<file path="config.mk">
export PLATFORM = sky130hd
export DESIGN_NAME = imem_boot_loader_flat
export DESIGN_NICKNAME = d
export VERILOG_FILES = /design/src/rtl/imem_boot_loader_pkg.sv /design/src/rtl/imem_boot_loader_if.sv /design/src/rtl/imem_boot_loader.sv /design/src/flat_wrapper.sv
export SDC_FILE = /design/constraint.sdc
export NUM_CORES = 1
export LEC_CHECK = 0
export ABC_AREA = 0
export BUFFER_PORTS_ARGS = -buffer_cell sky130_fd_sc_hd__buf_2
export CAP_MARGIN = 20
export CORE_MARGIN = 10
export CORE_UTILIZATION = 50
export CTS_CLUSTER_DIAMETER = 150
export DETAILED_ROUTE_END_ITERATION = 6
export GPL_ROUTABILITY_DRIVEN = 0
export PLACE_DENSITY = 0.77
export SLEW_MARGIN = 30
export SYNTH_ARGS = -nofsm -noshare
export SYNTH_HDL_FRONTEND = slang
export SYNTH_SLANG_ARGS = --single-unit
</file>
<file path="constraint.sdc">
create_clock -name clk -period 2.4 [get_ports clk]
set_input_delay 0.72 -clock clk [delete_from_list [all_inputs] [get_ports clk]]
set_output_delay 0.72 -clock clk [all_outputs]
set_load 0.01 [all_outputs]
</file>
<file path="src/rtl/imem_boot_loader_pkg.sv">
// Shared types and helpers for the instruction-memory boot loader.
// Defines the loader state encoding and the word-to-byte address mapping.
package imem_loader_pkg;

    typedef enum logic [2:0] {
        IDLE  = 3'd0,
        LOAD  = 3'd1,
        FLUSH = 3'd2,
        DONE  = 3'd3,
        ERR   = 3'd4
    } loader_state_t;

    localparam int WORD_BYTES = 4;

    // Byte address of word 'idx' in an image based at 'base'; 32-bit so it never wraps.
    function automatic logic [31:0] word_addr(input logic [31:0] base, input logic [15:0] idx);
        return base + (32'(idx) * 32'(WORD_BYTES));
    endfunction

endpackage

</file>
<file path="src/rtl/imem_boot_loader_if.sv">
// Host word stream plus instruction-memory preload port of the boot loader.
// 'slave' is the loader's view; 'master' is the host/system side that feeds words and observes writes.
interface imem_boot_loader_if;

    logic        in_valid;
    logic [31:0] in_data;
    logic        in_ready;
    logic        pre_ld;
    logic [31:0] pre_A;
    logic [31:0] pre_data;

    modport slave (
        input  in_valid,
        input  in_data,
        output in_ready,
        output pre_ld,
        output pre_A,
        output pre_data
    );

    modport master (
        output in_valid,
        output in_data,
        input  in_ready,
        input  pre_ld,
        input  pre_A,
        input  pre_data
    );

endinterface

</file>
<file path="src/rtl/imem_boot_loader.sv">
// Boot loader: streams host words into instruction memory through the preload port,
// stalling the CPU until the image is written, and keeps a running 32-bit checksum.
module imem_boot_loader
    import imem_loader_pkg::*;
#(
    parameter int N    = 256,
    parameter int BASE = 0
) (
    input  logic              clk,
    input  logic              rst,
    input  logic              start,
    input  logic [15:0]       len,
    imem_boot_loader_if.slave bus,
    output logic              cpu_hold,
    output logic              done,
    output logic              err,
    output logic [31:0]       checksum
);

    localparam logic [31:0] MAX_WORDS = 32'((N - BASE) / WORD_BYTES);
    localparam logic [31:0] BASE_ADDR = 32'(BASE);

    loader_state_t state_reg;
    logic [15:0]   index_reg;
    logic [15:0]   len_reg;
    logic          pre_ld_reg;
    logic [31:0]   pre_a_reg;
    logic [31:0]   pre_data_reg;
    logic [31:0]   checksum_reg;
    logic          hold_reg;
    logic          done_reg;
    logic          err_reg;

    logic loading;
    logic accept;
    logic last_word;
    logic len_too_long;
    logic len_empty;

    assign loading      = (state_reg == LOAD);
    assign accept       = loading && bus.in_valid;
    assign last_word    = (index_reg == (len_reg - 16'd1));
    assign len_too_long = ({16'd0, len} > MAX_WORDS);
    assign len_empty    = (len == 16'd0);

    always_ff @(posedge clk or negedge rst) begin
        if (!rst) begin
            state_reg    <= IDLE;
            index_reg    <= 16'd0;
            len_reg      <= 16'd0;
            pre_ld_reg   <= 1'b0;
            pre_a_reg    <= 32'd0;
            pre_data_reg <= 32'd0;
            checksum_reg <= 32'd0;
            hold_reg     <= 1'b1;
            done_reg     <= 1'b0;
            err_reg      <= 1'b0;
        end else begin
            // The write strobe is a single-cycle pulse unless a word is accepted below.
            pre_ld_reg <= 1'b0;
            case (state_reg)
                IDLE, DONE, ERR: begin
                    if (start) begin
                        index_reg    <= 16'd0;
                        len_reg      <= len;
                        checksum_reg <= 32'd0;
                        hold_reg     <= 1'b1;
                        done_reg     <= 1'b0;
                        err_reg      <= 1'b0;
                        if (len_too_long) begin
                            state_reg <= ERR;
                            err_reg   <= 1'b1;
                        end else if (len_empty) begin
                            state_reg <= DONE;
                            done_reg  <= 1'b1;
                            hold_reg  <= 1'b0;
                        end else begin
                            state_reg <= LOAD;
                        end
                    end
                end
                LOAD: begin
                    if (accept) begin
                        pre_ld_reg   <= 1'b1;
                        pre_a_reg    <= word_addr(BASE_ADDR, index_reg);
                        pre_data_reg <= bus.in_data;
                        checksum_reg <= checksum_reg + bus.in_data;
                        index_reg    <= index_reg + 16'd1;
                        if (last_word) begin
                            state_reg <= FLUSH;
                        end
                    end
                end
                FLUSH: begin
                    // The last word's write pulse is on the bus during this cycle.
                    state_reg <= DONE;
                    done_reg  <= 1'b1;
                    hold_reg  <= 1'b0;
                end
                default: begin
                    state_reg <= IDLE;
                end
            endcase
        end
    end

    assign bus.in_ready = loading;
    assign bus.pre_ld   = pre_ld_reg;
    assign bus.pre_A    = pre_a_reg;
    assign bus.pre_data = pre_data_reg;
    assign cpu_hold     = hold_reg;
    assign done         = done_reg;
    assign err          = err_reg;
    assign checksum     = checksum_reg;

endmodule

</file>
<file path="src/flat_wrapper.sv">
// flat-port wrapper written by rule: the top's interface ports become plain ports
module imem_boot_loader_flat import imem_loader_pkg::*;
#(
    parameter int N    = 256,
    parameter int BASE = 0
)
  (clk, rst, start, len, cpu_hold, done, err, checksum, bus_in_valid, bus_in_data, bus_in_ready, bus_pre_ld, bus_pre_A, bus_pre_data);
  imem_boot_loader_if bus_i ();
  input  logic clk;
  input  logic rst;
  input  logic start;
  input  logic [15:0] len;
  output logic cpu_hold;
  output logic done;
  output logic err;
  output logic [31:0] checksum;
  input wire logic [$bits(bus_i.in_valid)-1:0] bus_in_valid;
  input wire logic [$bits(bus_i.in_data)-1:0] bus_in_data;
  output wire logic [$bits(bus_i.in_ready)-1:0] bus_in_ready;
  output wire logic [$bits(bus_i.pre_ld)-1:0] bus_pre_ld;
  output wire logic [$bits(bus_i.pre_A)-1:0] bus_pre_A;
  output wire logic [$bits(bus_i.pre_data)-1:0] bus_pre_data;
  assign bus_i.in_valid = bus_in_valid;
  assign bus_i.in_data = bus_in_data;
  assign bus_in_ready = bus_i.in_ready;
  assign bus_pre_ld = bus_i.pre_ld;
  assign bus_pre_A = bus_i.pre_A;
  assign bus_pre_data = bus_i.pre_data;
  imem_boot_loader #(.N(N), .BASE(BASE)) u_core (.clk(clk), .rst(rst), .start(start), .len(len), .bus(bus_i), .cpu_hold(cpu_hold), .done(done), .err(err), .checksum(checksum));
endmodule
</file>
== Yosys cells after proc, flatten, opt, wreduce, memory -nomap -nowiden ==
Cells that the tools add are included.
Word-level totals
  register bits: 119
  logic and storage cells: 56
  bits of input ports: 52
  output and inout bits: 101
Cells by class
  reduce and logical (&&, ||, !) cells: 11
  mux-type cells: 23
  order comparisons: 1
  equality and inequality tests: 8
  $add $sub $neg: 3
Operator list (number)
  32-bit 2-to-1 mux: 2
  32-bit one-hot mux with 2 select lines: 1
  32-bit adder: 1
  16-bit 2-to-1 mux: 2
  16-bit one-hot mux with 2 select lines: 1
  16-bit by 1-bit adder with 16-bit output, second input constant: 1
  16-bit equality test: 1
  16-bit by 7-bit greater-than comparator with 1-bit output, second input constant: 1
  16-bit zero test: 1
  16-bit by 1-bit subtractor with 16-bit output, second input constant: 1
  3-bit 2-to-1 mux: 4
  1-bit 2-to-1 mux: 9
  3-bit one-hot mux with 3 select lines: 1
  3-bit by 2-bit equality test with 1-bit output, second input constant: 2
  2-bit != test, second input constant: 3
  2-bit AND reduction: 3
  3-bit AND reduction: 2
  1-bit one-hot mux with 2 select lines: 2
  2-bit nonzero test: 2
  3-bit by 1-bit equality test with 1-bit output, second input constant: 1
  3-bit equality test, second input constant: 1
  3-bit zero test: 1
  3-bit OR reduction: 1
  2-bit 2-to-1 mux: 1
  1-bit logical AND: 1

== Logic depth before layout (Yosys ltp) ==
  depth after elaboration: 5
  mapped depth: 11

== Worst setup path after synthesis ==
OpenSTA, ideal clock, no wires.
  path type: input to register
  from: in bus_in_data[0]
  to: reg u_core.checksum_reg[30] (netlist: u_core.checksum[30])
  data arrival time: 2.769 ns
  cell stages on the path: 10
  buffers on the path: 0
  setup slack: -0.504 ns
  cells stage by stage: ha_1 -> fa_1 -> a21oi_1 -> o21ai_0 -> a31o_2 -> a31o_2 -> a2111oi_0 -> o21ai_0 -> xnor2_1 -> o21ai_0
On the way
  cells in the longest elaborated chain, start to end: 3
RTL lines
  start: declaration: RTL line flat_wrapper.sv:18  | input wire logic [$bits(bus_i.in_data)-1:0] bus_in_data;
  32-bit adder: RTL line imem_boot_loader.sv:87  | checksum_reg <= checksum_reg + bus.in_data;
  32-bit 2-to-1 mux: RTL line imem_boot_loader.sv:83  | if (accept) begin
  32-bit one-hot mux with 2 select lines: RTL line imem_boot_loader.sv:61  | case (state_reg)
  end signal: assignment: RTL line imem_boot_loader.sv:87
  end: declaration: RTL line imem_boot_loader.sv:29  | logic [31:0] checksum_reg;
No other way between the ends. The select of a mux whose other input is x is not followed.
A chain may end at the register's enable or synchronous reset.

== Worst setup path after layout ==
  from: reg u_core.len_reg[0]
  to: reg u_core.state_reg[0]
On the way
  cells in the longest elaborated chain, start to end: 4
RTL lines
  start: declaration: RTL line imem_boot_loader.sv:25  | logic [15:0] len_reg;
  start signal: assignment: RTL line imem_boot_loader.sv:65  | len_reg <= len;
  16-bit by 1-bit subtractor with 16-bit output: RTL line imem_boot_loader.sv:42  | assign last_word = (index_reg == (len_reg - 16'd1));
  16-bit equality test: RTL line imem_boot_loader.sv:42
  2-bit != test (no line)
  3-bit AND reduction (no line)
  end signal: assignment: RTL line imem_boot_loader.sv:48  | state_reg <= IDLE;
  end signal: assignment: RTL line imem_boot_loader.sv:71  | state_reg <= ERR;
  end signal: assignment: RTL line imem_boot_loader.sv:74  | state_reg <= DONE;
  end: declaration: RTL line imem_boot_loader.sv:23  | loader_state_t state_reg;
No other way between the ends.

==> impl_metrics.env <==
export IMPL_status="finished, violations left"
export IMPL_violations="negative setup slack"
export IMPL_leakagePower_uw=0.004978
export IMPL_layout_drive_gt1_share_pct=31.94
export IMPL_power_uw=5184
export IMPL_viasPerCell=5.400
export IMPL_core_um2=13400
export IMPL_synth_top_cells_by_area="dfrtp_1, nand2_1, ha_1"
export IMPL_yosysTopAreaCellShare_pct=42.58
export IMPL_post_route_util_pct=71.25
export IMPL_rr_startpoint="u_core.len_reg[0]"
export IMPL_post_route_period_util_pct=109.1
export IMPL_clock_fmax_mhz=381.9
export IMPL_grt_ovfl_total=0
export IMPL_finalSetupViolCount=11
export IMPL_grt_start_max_net_pins=82
export IMPL_syn_cell_area_um2=6935
export IMPL_async_flop_share_pct=100.0
export IMPL_ir_drop_v=0.0005053
export IMPL_r2r_end="u_core.state_reg[0]"
export IMPL_clock_skew_ns=0.005312
export IMPL_grt_usage_pct=21.63
export IMPL_multi_input_area_um2=4140
export IMPL_worstMarginPinSlew_ns=0.8082
export IMPL_htreeDepth=4
export IMPL_antenna_found_initial=0
export IMPL_cp_top_family="simple AND/OR/NAND/NOR gates"
export IMPL_final_cell_mix="nand2_1, buf_2, dfrtp_1"
export IMPL_slew_headroom_pct=45.92
export IMPL_syn_to_final_growth_pct=37.67
export IMPL_clock_sinks=119
export IMPL_hp_class="primary input to asynchronous set/reset pin"
export IMPL_cts_root_buffer="clkbuf_16"
export IMPL_initial_core_util_pct=51.76
export IMPL_first_iter_violations=354
export IMPL_critPathMaxFanout=4
export IMPL_dp_cells=1183
export IMPL_grtUsageMet3_pct=6.810
export IMPL_grt_busiest_layer="met2"
export IMPL_die_y_um=137.8
export IMPL_dp_hpwl_um=14460
export IMPL_drc_errors=0
export IMPL_cts_buffers_inserted=17
export IMPL_power_density_nw_per_um2=543.0
export IMPL_die_area_um2=18980
export IMPL_regArea_um2=2979
export IMPL_slowest_delay_ns=0.59
export IMPL_cp_data_arrival_time_ns=2.93
export IMPL_ant_nets=0
export IMPL_yosysWarningCount=0
export IMPL_diodes=0
export IMPL_num_io_pins=153
export IMPL_crit_chain="or4_4, nor4_4, xnor2_1, or4_4, nor4_4, nand4b_1, a21o_1"
export IMPL_synth_ff_type="dfrtp_1"
export IMPL_num_nets_final=1128
export IMPL_maxCapViolations=0
export IMPL_worst_endpoint_required_ns=2.71
export IMPL_rows=42
export IMPL_grt_pass1_vias=6654
export IMPL_clk_latency_ns=0.42
export IMPL_gr_usage_met2_pct=36.03
export IMPL_postSynthAreaPerCell_um2=8.458
export IMPL_cts_tree="done"
export IMPL_start_kind="register"
export IMPL_dieWidth_um=137.8
export IMPL_ys_types=61
export IMPL_synth_edf_count=0
export IMPL_crit_type="register to register"
export IMPL_cp_slowest_cell="or4_4"
export IMPL_reg2reg_depth=7
export IMPL_drv_slew=0
export IMPL_post_drt_wl_per_cell_um=16.69
export IMPL_dr_pass1_iters=5
export IMPL_grt_setup_unrepaired="true"
export IMPL_final_fill_count=1015
export IMPL_synth_cells=820
export IMPL_fin_cells=1231
export IMPL_drt_total_wl_um=20550
export IMPL_finalHoldViolations=0
export IMPL_yosys_area_top_type="dfrtp_1"
export IMPL_worst_path_buf_inv=0
export IMPL_via_count=6647
export IMPL_layout_commonest_cell="nand2_1"
export IMPL_synth_seq_cells=119
export IMPL_grt_met1_usage_pct=26.18
export IMPL_fin_crit_ns=2.618
export IMPL_clk_path_buf_depth=2
export IMPL_fin_ws_ns=-0.2183
export IMPL_r2r_slack_ns=-0.22
export IMPL_ys_seq_area_share_pct=42.96
export IMPL_crit_path_end_kind="register"
export IMPL_grt_first_pass_wirelength_um=32860
export IMPL_portBuffers=136
export IMPL_clkTransAtPathRegs_ns=0.05
power breakdown:
group,total [uW],switching [uW],internal (uW)
Sequential,2070,34.3,2040
Clock,2600,910,1690
Combinational,515,293,222
Total,5180,1240,3950
synth_stat cells, types with 3 or more instances:
| cell type | n |
|---|---|
| ha_1 | 33 |
| o211ai_1 | 4 |
| a21o_1 | 12 |
| o21bai_1 | 8 |
| xnor2_1 | 35 |
| nor3_1 | 8 |
| a22o_1 | 4 |
| and2_1 | 3 |
| o21ai_0 | 52 |
| nor4_1 | 4 |
| buf_4 | 16 |
| nor2_1 | 41 |
| nor3b_1 | 4 |
| clkbuf_1 | 32 |
| nor2b_1 | 7 |
| nand4_1 | 6 |
| o31ai_1 | 3 |
| and3_1 | 10 |
| buf_1 | 4 |
| nand3_1 | 26 |
| o221ai_1 | 4 |
| nand2_1 | 243 |
| o21ai_1 | 3 |
| a311oi_1 | 3 |
| xor2_1 | 26 |
| inv_1 | 15 |
| dfrtp_1 | 118 |
| nand2b_1 | 6 |
| a31oi_1 | 6 |
| or3_1 | 3 |
| a21oi_1 | 37 |
layout make-up:
cell class,count,share of cell area (%)
Multi-Input combinational cell,646,43.36
Sequential cell,119,31.20
Timing Repair Buffer,243,16.20
Clock buffer,25,5.399
Tap cell,176,2.306
Clock inverter,7,0.9435
Inverter,15,0.5897
per-stage QoR:
stage / cell area (um^2) / worst slack, ns / hold WS [ns] / TNS [ns]
final: 9548 / -0.2183 / 0.2776 / -0.8252
after global routing: 9548 / -0.2751 / 0.2837 / -2.295
after CTS: 9379 / -0.1961 / 0.2743 / -0.6611
after detailed placement: 8653 / -0.6082 / 0.4574 / -9.827
after global placement: 8646 / -0.5691 / 0.4522 / -8.233
after floorplan: 7305 / -0.3542 / 0.4244 / -2.103
what timing repair did:
item,4_1_cts,5_1_grt
hold buffers,0,0
buffers inserted,11,6
endpoints found under the setup margin,12,18
gates resized for setup,11,35
pin swaps,19,21
per-layer routing:
layer,up-vias,share of wire (%)
met3,31,7.0
li1,3202,-
met5,-,0
met2,206,49
met1,3208,42
met4,0,1.8
worst max path at each step:
stage                                  from                  end  cells past startpoint
after floorplan              bus_in_data[0]  u_core.checksum[22]                     10
after global placement       bus_in_data[0]  u_core.checksum[22]                     11
after detailed placement     bus_in_data[0]  u_core.checksum[14]                     12
after CTS                 u_core.len_reg[0]  u_core.state_reg[0]                      7
after global routing      u_core.len_reg[0]  u_core.state_reg[0]                      7
final                     u_core.len_reg[0]  u_core.state_reg[0]                      7
logic make-up (layout without fill, tap and decap cells):
logic type | Yosys count | after routing | share of synthesized area, %
simple gates | 375 | 375 | 23.65
flops | 119 | 119 | 42.96
fa+ha+maj | 34 | 34 | 6.242
buf+inv | 70 | 290 | 4.799
compound gates | 157 | 157 | 14.07
other cells | 1 | 16 | 0.05407
mux | 2 | 2 | 0.2887
xor+xnor | 62 | 62 | 7.938
No activity file was read; power rests on OpenSTA's default activity.
